===== src/rtl/wb_mux_pkg.sv =====
// rtl/wb_mux_pkg.sv - shared types and constants for the Wishbone slave mux
package wb_mux_pkg;

    localparam int WB_DW   = 32;
    localparam int WB_AW   = 32;
    localparam int DEC_MSB = 31;
    localparam int DEC_LSB = 24;

    // Status window: top address byte and register offsets
    localparam logic [7:0] STAT_BASE       = 8'hFF;
    localparam logic [7:0] STAT_OFF_TO     = 8'h00;
    localparam logic [7:0] STAT_OFF_UNMAP  = 8'h04;
    localparam logic [7:0] STAT_OFF_ERRADR = 8'h08;

    typedef enum logic [1:0] {
        IDLE,
        WAIT,
        ERR,
        DONE
    } state_t;

endpackage


===== src/rtl/wb_mux_decode.sv =====
// rtl/wb_mux_decode.sv - priority match of an address byte against a table of slave bases
module wb_mux_decode #(
    parameter int                    N_SLAVES   = 2,
    parameter logic [N_SLAVES*8-1:0] SLAVE_BASE = {8'h38, 8'h30},
    parameter int                    IW         = (N_SLAVES > 1) ? $clog2(N_SLAVES) : 1
) (
    input  logic [7:0]    adr_byte,
    output logic          hit,
    output logic [IW-1:0] idx
);

    // Scan from the top down so the lowest matching index is the last one written and wins
    always_comb begin
        hit = 1'b0;
        idx = '0;
        for (int i = N_SLAVES - 1; i >= 0; i--) begin
            if (adr_byte == SLAVE_BASE[i*8 +: 8]) begin
                hit = 1'b1;
                idx = IW'(i);
            end
        end
    end

endmodule


===== src/rtl/wb_slave_mux.sv =====
// rtl/wb_slave_mux.sv - Wishbone decoder/response mux with timeout; WB_SLAVE_MUX_STATUS_EN adds a status window
module wb_slave_mux
    import wb_mux_pkg::*;
#(
    parameter int                    N_SLAVES       = 2,
    parameter logic [N_SLAVES*8-1:0] SLAVE_BASE     = {8'h38, 8'h30},
    parameter int                    TIMEOUT_CYCLES = 255,
    parameter logic [WB_DW-1:0]      ERR_DATA       = 32'hDEAD_BEEF
) (
    input  logic                   wb_clk_i,
    input  logic                   wb_rst_i,
    input  logic                   wbs_stb_i,
    input  logic                   wbs_cyc_i,
    input  logic                   wbs_we_i,
    input  logic [3:0]             wbs_sel_i,
    input  logic [WB_DW-1:0]       wbs_dat_i,
    input  logic [WB_AW-1:0]       wbs_adr_i,
    output logic                   wbs_ack_o,
    output logic [WB_DW-1:0]       wbs_dat_o,
    output logic [N_SLAVES-1:0]    s_valid_o,
    input  logic [N_SLAVES-1:0]    s_ack_i,
    input  logic [N_SLAVES*32-1:0] s_dat_i,
    output logic                   bus_err_o
);

    localparam int          IW      = (N_SLAVES > 1) ? $clog2(N_SLAVES) : 1;
    localparam logic [15:0] TO_LAST = 16'(TIMEOUT_CYCLES - 1);

    state_t            state;
    logic [IW-1:0]     sel_q;
    logic [15:0]       to_cnt;
    logic              stat_q;
    logic              req;
    logic              dec_hit;
    logic [IW-1:0]     dec_idx;
    logic              sel_ack;
    logic [WB_DW-1:0]  sel_dat;
    logic              stat_hit;
    logic [WB_DW-1:0]  stat_dat;

    // Write-side bus signals go straight to the slaves; nothing here consumes them
    logic unused_inputs;
    assign unused_inputs = ^{wbs_we_i, wbs_sel_i, wbs_dat_i, wbs_adr_i[DEC_LSB-1:0]};

    assign req     = wbs_cyc_i && wbs_stb_i;
    assign sel_ack = s_ack_i[sel_q];

    wb_mux_decode #(
        .N_SLAVES   (N_SLAVES),
        .SLAVE_BASE (SLAVE_BASE),
        .IW         (IW)
    ) u_decode (
        .adr_byte (wbs_adr_i[DEC_MSB:DEC_LSB]),
        .hit      (dec_hit),
        .idx      (dec_idx)
    );

    // Read data of the latched slave
    always_comb begin
        sel_dat = '0;
        for (int i = 0; i < N_SLAVES; i++) begin
            if (sel_q == IW'(i)) sel_dat = s_dat_i[i*32 +: 32];
        end
    end

`ifdef WB_SLAVE_MUX_STATUS_EN
    logic [15:0]      to_count;
    logic [15:0]      unmap_count;
    logic [WB_AW-1:0] last_err_adr;
    logic             to_event;
    logic             unmap_event;
    logic             stat_clear;

    assign stat_hit    = (wbs_adr_i[DEC_MSB:DEC_LSB] == STAT_BASE);
    assign to_event    = (state == WAIT) && !stat_q && req && !sel_ack && (to_cnt == TO_LAST);
    assign unmap_event = (state == IDLE) && req && !stat_hit && !dec_hit;
    assign stat_clear  = (state == WAIT) && stat_q && req && wbs_we_i &&
                         (wbs_adr_i[7:0] == STAT_OFF_TO);

    // Status register read mux
    always_comb begin
        stat_dat = '0;
        case (wbs_adr_i[7:0])
            STAT_OFF_TO:     stat_dat = {16'h0, to_count};
            STAT_OFF_UNMAP:  stat_dat = {16'h0, unmap_count};
            STAT_OFF_ERRADR: stat_dat = last_err_adr;
            default:         stat_dat = '0;
        endcase
    end

    // Saturating error counters and last error address
    always_ff @(posedge wb_clk_i) begin
        if (wb_rst_i) begin
            to_count     <= '0;
            unmap_count  <= '0;
            last_err_adr <= '0;
        end else begin
            if (stat_clear) begin
                to_count    <= '0;
                unmap_count <= '0;
            end
            if (to_event && to_count != 16'hFFFF) to_count <= to_count + 16'd1;
            if (unmap_event && unmap_count != 16'hFFFF) unmap_count <= unmap_count + 16'd1;
            if (to_event || unmap_event) last_err_adr <= wbs_adr_i;
        end
    end
`else
    assign stat_hit = 1'b0;
    assign stat_dat = '0;
`endif

    // Per-transaction state machine with timeout watchdog
    always_ff @(posedge wb_clk_i) begin
        if (wb_rst_i) begin
            state  <= IDLE;
            sel_q  <= '0;
            to_cnt <= '0;
            stat_q <= 1'b0;
        end else begin
            case (state)
                IDLE: begin
                    if (req) begin
                        if (stat_hit) begin
                            stat_q <= 1'b1;
                            to_cnt <= '0;
                            state  <= WAIT;
                        end else if (dec_hit) begin
                            stat_q <= 1'b0;
                            sel_q  <= dec_idx;
                            to_cnt <= '0;
                            state  <= WAIT;
                        end else begin
                            state  <= ERR;
                        end
                    end
                end
                WAIT: begin
                    if (!req) begin
                        state <= IDLE;
                    end else if (stat_q || sel_ack) begin
                        state <= DONE;
                    end else if (to_cnt == TO_LAST) begin
                        state <= ERR;
                    end else begin
                        to_cnt <= to_cnt + 16'd1;
                    end
                end
                ERR:     state <= DONE;
                DONE:    state <= IDLE;
                default: state <= IDLE;
            endcase
        end
    end

    // Response mux; forced quiet while reset is held so an aborted access never acks
    always_comb begin
        wbs_ack_o = 1'b0;
        wbs_dat_o = '0;
        s_valid_o = '0;
        bus_err_o = 1'b0;
        if (!wb_rst_i) begin
            case (state)
                WAIT: begin
                    if (stat_q) begin
                        wbs_ack_o = req;
                        wbs_dat_o = stat_dat;
                    end else begin
                        s_valid_o[sel_q] = req;
                        wbs_ack_o        = sel_ack && req;
                        wbs_dat_o        = sel_dat;
                    end
                end
                ERR: begin
                    wbs_ack_o = req;
                    wbs_dat_o = ERR_DATA;
                    bus_err_o = 1'b1;
                end
                default: ;
            endcase
        end
    end

endmodule


===== config.mk =====
export PLATFORM = sky130hd
export DESIGN_NAME = wb_slave_mux
export DESIGN_NICKNAME = d
export VERILOG_FILES = /design/src/rtl/wb_mux_pkg.sv /design/src/rtl/wb_mux_decode.sv /design/src/rtl/wb_slave_mux.sv
export SDC_FILE = /design/constraint.sdc
export NUM_CORES = 1
export LEC_CHECK = 0
export BUFFER_PORTS_ARGS = -buffer_cell sky130_fd_sc_hd__buf_2
export CAP_MARGIN = 25
export CORE_UTILIZATION = 25
export DETAILED_ROUTE_END_ITERATION = 16
export PLACE_DENSITY = 0.63
export SKIP_CTS_REPAIR_TIMING = 1
export SLEW_MARGIN = 20
export SYNTH_ARGS = -nofsm -noshare
export SYNTH_HDL_FRONTEND = slang
export SYNTH_HIERARCHICAL = 1
export SYNTH_SLANG_ARGS = --single-unit

===== constraint.sdc =====
create_clock -name wb_clk_i -period 2.1 [get_ports wb_clk_i]
set_input_delay 0.21 -clock wb_clk_i [delete_from_list [all_inputs] [get_ports wb_clk_i]]
set_output_delay 0.21 -clock wb_clk_i [all_outputs]
set_load 0.01 [all_outputs]

After elaboration in Yosys (flattened, before gate mapping)
Index checks and enable logic that the tools add are counted.
{ "word_totals": {"elab_cells": 55, "regBits": 19, "output_inout_bits": 36, "in_bits": 139} }
{ "op_classes": {"eq_ne": 12, "reduce_logical": 8, "bitwise_logic": 1, "muxes": 28, "addsub": 1, "order_cmp": 2} }
{ "ops": {"columns": ["cell", "count"], "rows": [
  ["two-way mux 16 bit", 5],
  ["two-way mux 32 bit", 2],
  ["case mux 32 bit (2 select lines)", 1],
  ["case mux 16 bit (2 select lines)", 1],
  ["adder 16 x 1 -> 16 bit (second input constant)", 1],
  ["== test 16 x 8 -> 1 bit (second input constant)", 1],
  ["== test 8 x 6 -> 1 bit (second input constant)", 2],
  ["two-way mux 2 bit", 7],
  ["inequality test 2 bit (second input constant)", 5],
  ["two-way mux 1 bit", 9],
  ["case mux 2 bit (4 select lines)", 1],
  ["AND reduction 6 bit", 1],
  ["== test 2 bit (second input constant)", 2],
  ["inequality test 4 bit (second input constant)", 1],
  ["logical AND 1 bit", 3],
  ["AND reduction 3 bit", 1],
  ["AND 2 bit", 1],
  ["== test 2 x 1 -> 1 bit (second input constant)", 1],
  ["zero test 2 bit", 1],
  ["less-than comparator 1 x 2 -> 1 bit (second input constant)", 1],
  ["case mux 1 bit (2 select lines)", 1],
  ["AND reduction 2 bit", 1],
  ["nonzero test 2 bit", 1],
  ["demux 1 bit (select 1 bit)", 1],
  [">= comparator 1 bit (second input constant)", 1]
]} }

Longest topological paths before layout
Gate-level depths: netlist of run 1.
{ "logic_depth": {"ltp_word": 7, "mapped_depth": 7, "ltp_nobuf": 6} }

Modules after synthesis
Netlist of run 1, hierarchy kept.
{ "modules_own_cells": {"columns": ["mod", "instances", "area_each_um2", "seq_area_each_um2", "cells_per_inst"], "rows": [
  ["wb_slave_mux", 1, 1920.6, 380.4, 257],
  ["wb_mux_decode", 1, 36.3, 0.0, 4]
]} }

Least setup slack after synthesis of run 1
No wires, ideal clock.
{ "synth_timing": {"kind": "register to register", "startpoint": "register to_cnt[0]", "endpoint": "register to_cnt[2]", "slack_ps": 153, "stages_incl_launch_ff": 8, "arrival_time_ps": 1808, "setup_ps": 139, "period_less_slack_ps": 1947, "n_path_buf": 1, "required_ps": 1961, "path_cell_list": "dfxtp_1 > inv_1 > ha_1 > or4b_1 > or4_4 > buf_6 > a31oi_1 > a21oi_1"} }
{ "synth_via": {"elab_chain_len": 5, "word_cells_on_any_way": 8, "cone_classes": "add/sub: 1; eq/ne: 2; mux: 4; reduce/logical: 1"} }
{ "synth_lines": {"columns": ["element", "line", "source"], "rows": [
  ["start: declaration", "wb_slave_mux.sv:31", "logic [15:0] to_cnt;"],
  ["start signal: assignment", "wb_slave_mux.sv:145", "to_cnt <= to_cnt + 16'd1;"],
  ["adder 16 x 1 -> 16 bit", "wb_slave_mux.sv:145", null],
  ["two-way mux 16 bit", "wb_slave_mux.sv:142", "end else if (to_cnt == TO_LAST) begin"],
  ["two-way mux 16 bit", "wb_slave_mux.sv:140", "end else if (stat_q || sel_ack) begin"],
  ["two-way mux 16 bit", "wb_slave_mux.sv:138", "if (!req) begin"],
  ["case mux 16 bit (2 select lines)", "wb_slave_mux.sv:120", "case (state)"]
]} }
Parallel ways exist; a longest one is shown, timed or not. The select of a mux whose other input is x is not followed.
A chain may end at the register's enable or synchronous reset.

Worst setup path in the final report of run 1
{ "layout_timing": {"startpoint": "register to_cnt[13]", "endpoint": "register to_cnt[2]"} }
{ "layout_via": {"elab_chain_len": 3} }
{ "layout_lines": {"columns": ["element", "line"], "rows": [
  ["== test 16 x 8 -> 1 bit", "wb_slave_mux.sv:142"],
  ["inequality test 2 bit (no source line)", null],
  ["AND reduction 6 bit (no source line)", null]
]} }
No other way between the ends.

==> summary.txt, run 1 <==
Yosys
  – Avg Inst Size Synth: 7.50 um^2
  – Area contributors post-synth: dfxtp_1 19%, mux2_2 15%, a21oi_1 7.7%
  – Mapped Nets: 405
  – Post-synth ARST share: 0
  – Mapped Area: roughly 0.002 mm^2
  – Mapped Cells: 261
  – Synth top area share: 0.194
  – Flops & latches, synth: 19
  – Synth unique cells: 46
  – Number of synthesized flops with an enable pin: 0
  – Yosys warnings: 6
  – Seq/Total Area, Yosys: 0.194
  – Yosys top cell by area: dfxtp_1
  – Synth Flop Type: dfxtp_1

Finish
  – Post-layout nets: 533
  – Diodes inserted: 0
  – Layout cells sized above 1: 0.466
  – Most frequent cells in the layout: 113 x buf_2, 40 x nor2_1, 30 x a21oi_1
  – Util after Layout: 0.386
  – Post-Layout Inst Area: 0.00286 mm^2
  – Layout area overhead: 46.3%
  – Fin cells: around 490
  – Commonest non-fill, non-tap cell in the layout: buf_2

Global routing
  – Initial antenna violation count: 0
  – GRT overflow: 0
  – First-pass GRT wire length: ~11000 um
  – Total GRT Usage: 0.156
  – GRT met1 Usage: 0.195
  – Largest net degree at the start of global routing: 28
  – Met3 Use GR: 0.00926
  – Grt met2 use: 0.291
  – Vias in the first global route: 2354
  – Global routing's busiest layer: met2

Floorplan
  – Die footprint: 0.00819 mm^2
  – Core area: 0.00741 mm^2
  – Die width: 90.5 um
  – Die height: 90.5 um
  – Initial Utilization: 0.264
  – # rows: 31
  – Top Ports: 175

Worst hold path
  – Hold Path End: to_cnt[1]
  – Min-delay worst type: input pin to flip-flop
  – Hold Crit Start: wb_rst_i
  – Hold Path Depth: 2

Worst setup path
  – CP bufs+invs: 1
  – RR Startpoint: to_cnt[13]
  – Cell class contributing the biggest share of worst-path delay: simple AND/OR/NAND/NOR gates
  – Cell mode on critical path: or4_4
  – R2R Setup Slk: 0.09 ns
  – Required time worst endpoint: 2.25 ns
  – R2R depth: 5
  – CP arrival: 2.16 ns
  – Setup CP Type: flip-flop to flip-flop
  – Nature of the critical path startpoint: flip-flop
  – Crit path cell chain: or4_4 -> or4_4 -> buf_4 -> a31oi_1 -> a21oi_1
  – Worst path max stage delay: 0.61 ns
  – Max stage delay cell, worst path: or4_4
  – Critical R2R Capture: to_cnt[2]
  – CP Capture Type: flip-flop
  – Crit Path Max Fanout: 5

Placed design
  – DP Area: 0.00278 mm^2
  – Detailed placer's ending HPWL: just over 5000 um
  – Post-placement cell count: 483
  – Place WS: 0.0847 ns
  – Final GP Congestion: 0.865
  – # port buffers: 113

Clocking
  – Clk_lat worst skew: 0.26 ns
  – CTS tree: yes
  – H-tree Lvls: 1
  – Clk buf depth: 2
  – Clock-pin slew of the registers on the worst-case setup and hold paths: roughly 0.08 ns
  – CTS root buf: clkbuf_8
  – CTS sink count: 19
  – Num CTS Buffers: 3

Drt
  – Drt via density: approximately 5.1
  – Detailed-route wire length per cell: 13.3 um
  – DRT Wirelength: approximately 6500 um
  – Via count: 2460
  – Post-route ant nets: 0
  – Total iterations of the first detailed-routing run: 4
  – Drt drc: 0
  – Initial DRC Count: 126

STA
  – Setup WS post-layout: 0.0902 ns
  – Final Hold Viols: 0
  – Setup-failing EPs final: 0
  – Final Skew: 0.00408 ns
  – RSZ-0062 raised after global routing: no
  – Tmin final: 2.01 ns
  – Final Max Slew Viols: 0
  – Rel. slew slack: 0.666
  – Fmax: 0.498 GHz
  – Fin crit share: 0.957
  – Worst-Margin Slew: 0.497 ns

Power and ir drop
  – Worst VDD drop: 0.307 mV
  – P per Cell Area: a little under 600 mW/mm^2
  – Total power: 0.00166 W
  – P_leak: around 1.2 nW

Job
  – Max Cap Viol: 0

Outcome
  – Status: finished clean
[flip-flops by register name, indices dropped and copies added, names as in the netlist]
name,flops
to_cnt,16
state,2
sel_q,1
[power breakdown]
part | switching (W) | internal [W] | leakage, nW
Clock | 0.000134 | 0.000135 | 0.0228
Combinational | 0.000568 | 0.000435 | 1.03
Sequential | 0.0000133 | 0.000377 | 0.153
[cells by family after synthesis]
family / synth area share
flip-flops: 0.194
AO/OA/AOI/OAI: 0.224
AND/OR/NAND/NOR: 0.279
multiplexers: 0.211
buffers and inverters: 0.0588
adder cells (fa/ha/maj): 0.0320
[worst max-delay path by stage]
stage | start | to | slack [ns] | depth (start not counted)
after global routing | to_cnt[0] | state[0] | 0.02 | 6
after detailed placement | to_cnt[0] | to_cnt[9] | 0.08 | 9
after global placement | to_cnt[0] | to_cnt[9] | 0.05 | 9
after floorplan | to_cnt[0] | to_cnt[2] | 0.15 | 7
after CTS | state[1] | wbs_dat_o[29] | -0.13 | 6
final | to_cnt[13] | to_cnt[2] | 0.09 | 5
[metrics by stage]
step	TNS (ns)	hold slack, ns
after global placement	0	0.468
after CTS	-0.927	0.281
after detailed placement	0	0.478
after floorplan	0	0.441
after global routing	0	0.299
final	0	0.282
[cells in the mapped netlist, types with 2 or more instances]
| library cell | number |
|---|---|
| a211o_1 | 2 |
| a21o_1 | 2 |
| a21oi_1 | 30 |
| a31oi_1 | 8 |
| and2_1 | 2 |
| and3_1 | 3 |
| and4_1 | 2 |
| buf_1 | 3 |
| buf_2 | 2 |
| clkbuf_1 | 10 |
| dfxtp_1 | 19 |
| ha_1 | 5 |
| inv_1 | 11 |
| mux2_2 | 26 |
| mux2i_1 | 12 |
| nand2_1 | 8 |
| nand2b_1 | 4 |
| nand3_1 | 12 |
| nand4_1 | 8 |
| nor2_1 | 40 |
| nor2b_1 | 2 |
| nor3_1 | 3 |
| nor4_1 | 7 |
| nor4_2 | 2 |
| o211ai_1 | 2 |
| o21a_1 | 2 |
| o21ai_0 | 6 |
| o311ai_0 | 5 |
| o31ai_1 | 3 |
| or3_1 | 3 |
| or4_4 | 2 |
[metal layers]
layer | wire [um] | vias to the layer above
met5 | 0 | -
met4 | 29 | 0
met3 | 232 | 2
met2 | 3440 | 72
met1 | 2760 | 1150
li1 | - | 1236
[layout make-up]
class | instances | area [um^2]
inverters | 12 | 45.0
clock buffers | 4 | 45.0
multi-input cells | 214 | 1490
well taps | 99 | 124
fillers | 806 | 4550
repair buffers | 139 | 781
flip-flops and latches | 19 | 380
(Power assumes the default switching activity.)
==> run 2, diff against run 1 <==
- clock period: 2.1 -> 2.51 ns (I/O delays scaled with it)
==> summary.txt, run 2 (synthesis gave the netlist of run 1 again) <==
STA
  – Tmin final: 2.24 ns
  – Setup TNS: 0 ns (unchanged)
  – Setup-failing EPs final: 0 (unchanged)
  – Worst-Margin Slew: 0.708 ns (+0.211 ns)
  – Final Hold Viols: 0 (unchanged)
  – RSZ-0062 raised after global routing: no
  – Final Max Slew Viols: 0 (unchanged)
  – Fin crit share: 0.891
  – Rel. slew slack: 0.527 (-0.139)
  – Final Skew: 0.00243 ns (-0.00165 ns)
  – Fmax: 0.447 GHz

Worst setup path
  – CP bufs+invs: 3 (+2)
  – Setup CP Type: flip-flop to output pin
  – CP arrival: 1.99 ns (-0.17 ns)
  – Nature of the critical path startpoint: flip-flop
  – Required time worst endpoint: 2.26 ns (about the same)
  – Crit Path Max Fanout: 28 (+23)
  – Cell class contributing the biggest share of worst-path delay: buffers and inverters
  – Worst path max stage delay: 0.37 ns (-0.24 ns)
  – Max stage delay cell, worst path: buf_4
  – Crit path cell chain: inv_1 -> ha_1 -> buf_4 -> nand3_1 -> nor2_1 -> buf_2
  – CP Capture Type: output pin

Finish
  – Most frequent cells in the layout: 113 x buf_2, 40 x nor2_1, 30 x a21oi_1
  – Biggest regs: to_cnt: 16 flops, state: 2 flops, sel_q: 1 flops
  – Layout area overhead: 38.2%
  – Post-layout nets: 518 (-2.8%)
  – Max reg flops: 16 (unchanged)
  – Fillcell total: 815 (+1.1%)
  – Layout cells sized above 1: 0.426 (-0.0402)
  – FF/Latch Area: 380 um^2 (unchanged)
  – Commonest non-fill, non-tap cell in the layout: buf_2
  – Area of the multi-input gates: 0.00146 mm^2 (-1.8%)
  – Top reg by flops: to_cnt
  – Diodes inserted: 0 (unchanged)

Floorplan
  – # rows: 31 (unchanged)
  – Die height: 90.5 um (unchanged)
  – Top Ports: 175 (unchanged)
  – Core area: 0.00741 mm^2 (unchanged)
  – Die width: 90.5 um (unchanged)
  – Initial Utilization: 0.264 (unchanged)
  – Die footprint: 0.00819 mm^2 (unchanged)

Drt
  – DRT Wirelength: 6230 um (-3.6%)
  – Post-route ant nets: 0 (unchanged)
  – Initial DRC Count: 83 (-34%)
  – Total iterations of the first detailed-routing run: 4 (unchanged)
  – Via count: 2405 (-2.2%)
  – Drt via density: 5.10 (+0.87%)
  – Drt drc: 0 (unchanged)
  – Detailed-route wire length per cell: 13.2 um (-0.57%)

Power and ir drop
  – Switching Fraction: 0.438 (+0.00839)
  – P per Cell Area: 492 mW/mm^2 (-15%)
  – Pint: 0.000746 W (-21%)
  – P_leak: 1.13 nW (-6.5%)
  – Clock share of power: 0.168 (+0.006)
  – Worst VDD drop: 0.229 mV (-26%)
  – Logic pwr share: 0.586 (-0.017)
  – Sequential Power Share: 0.246 (+0.011)
  – Total power: 0.00133 W (-20%)
  – Sw power: 0.000583 W (-19%)

Global routing
  – Largest net degree at the start of global routing: 29 (+3.6%)
  – First-pass GRT wire length: 10300 um (-5.2%)
  – Vias in the first global route: 2275 (-3.4%)
  – Total GRT Usage: 0.149 (-0.00768)
  – GRT overflow: 0 (unchanged)
  – Initial antenna violation count: 0 (unchanged)

Clocking
  – CTS root buf: clkbuf_8
  – CTS sink count: 19 (unchanged)
  – Clk buf depth: 2 (unchanged)
  – H-tree Lvls: 1 (unchanged)
  – Num CTS Buffers: 3 (unchanged)
  – Clk_lat worst skew: 0.26 ns (about the same)
  – CTS tree: yes
  – Clock-pin slew of the registers on the worst-case setup and hold paths: 0.07 ns (about the same)

Outcome
  – Status: finished clean

Job
  – Max Cap Viol: 0 (unchanged)

Placed design
  – Final GP Congestion: 0.810 (-6.4%)
  – # port buffers: 113 (unchanged)
  – Detailed placer's ending HPWL: 4890 um (-4.5%)

Worst hold path
  – Min-delay worst type: input pin to flip-flop
-- run 2: cell count changes in the layout (fill, tap and decap cells not counted), sizes merged --
cell / change
buf: -15
-- run 2: routing by layer --
metal,up-vias,GRT usage,wire (um)
met2,82,0.270,3190
met3,4,0.0177,265
met5,-,0,0
li1,1206,-,-
met1,1113,0.179,2720
met4,0,0.0497,61
-- run 2: worst paths after layout --
kind	start	endpoint	slack [ns]	cells past startpoint
setup / recovery	state[1]	wbs_dat_o[20]	0.27	6
hold / removal	wb_rst_i	to_cnt[1]	0.29	2
setup reg to reg	to_cnt[0]	state[0]	0.30	6
hold reg to reg	state[0]	state[0]	0.48	2
-- run 2: cell type report --
type	count	area share
clock buffer	4	0.0167
inverter	12	0.0167
multi-input combinational	214	0.540
sequential	19	0.141
tap	99	0.0458
timing repair buffer	124	0.240
-- run 2: per-stage QoR --
stage                     area, um^2  cells  setup WS (ns)  utilization  hold slack, ns
after floorplan                 1960    261          0.563            -           0.451
after global placement          2660    468          0.332        0.359           0.467
after detailed placement        2660    468          0.326        0.359           0.471
after CTS                       2700    472          0.266        0.365           0.280
after global routing            2700    472         0.0741        0.365           0.346
final                           2700    472          0.273        0.365           0.291
-- run 2: power by group through the flow --
stage	registers, W	logic, W	clock network (W)
after floorplan	0.000331	0.000522	0
after global placement	0.000333	0.000769	0
after detailed placement	0.000334	0.000781	0
after CTS	0.000327	0.000784	0.000229
after global routing	0.000330	0.000862	0.000240
final	0.000327	0.000779	0.000223
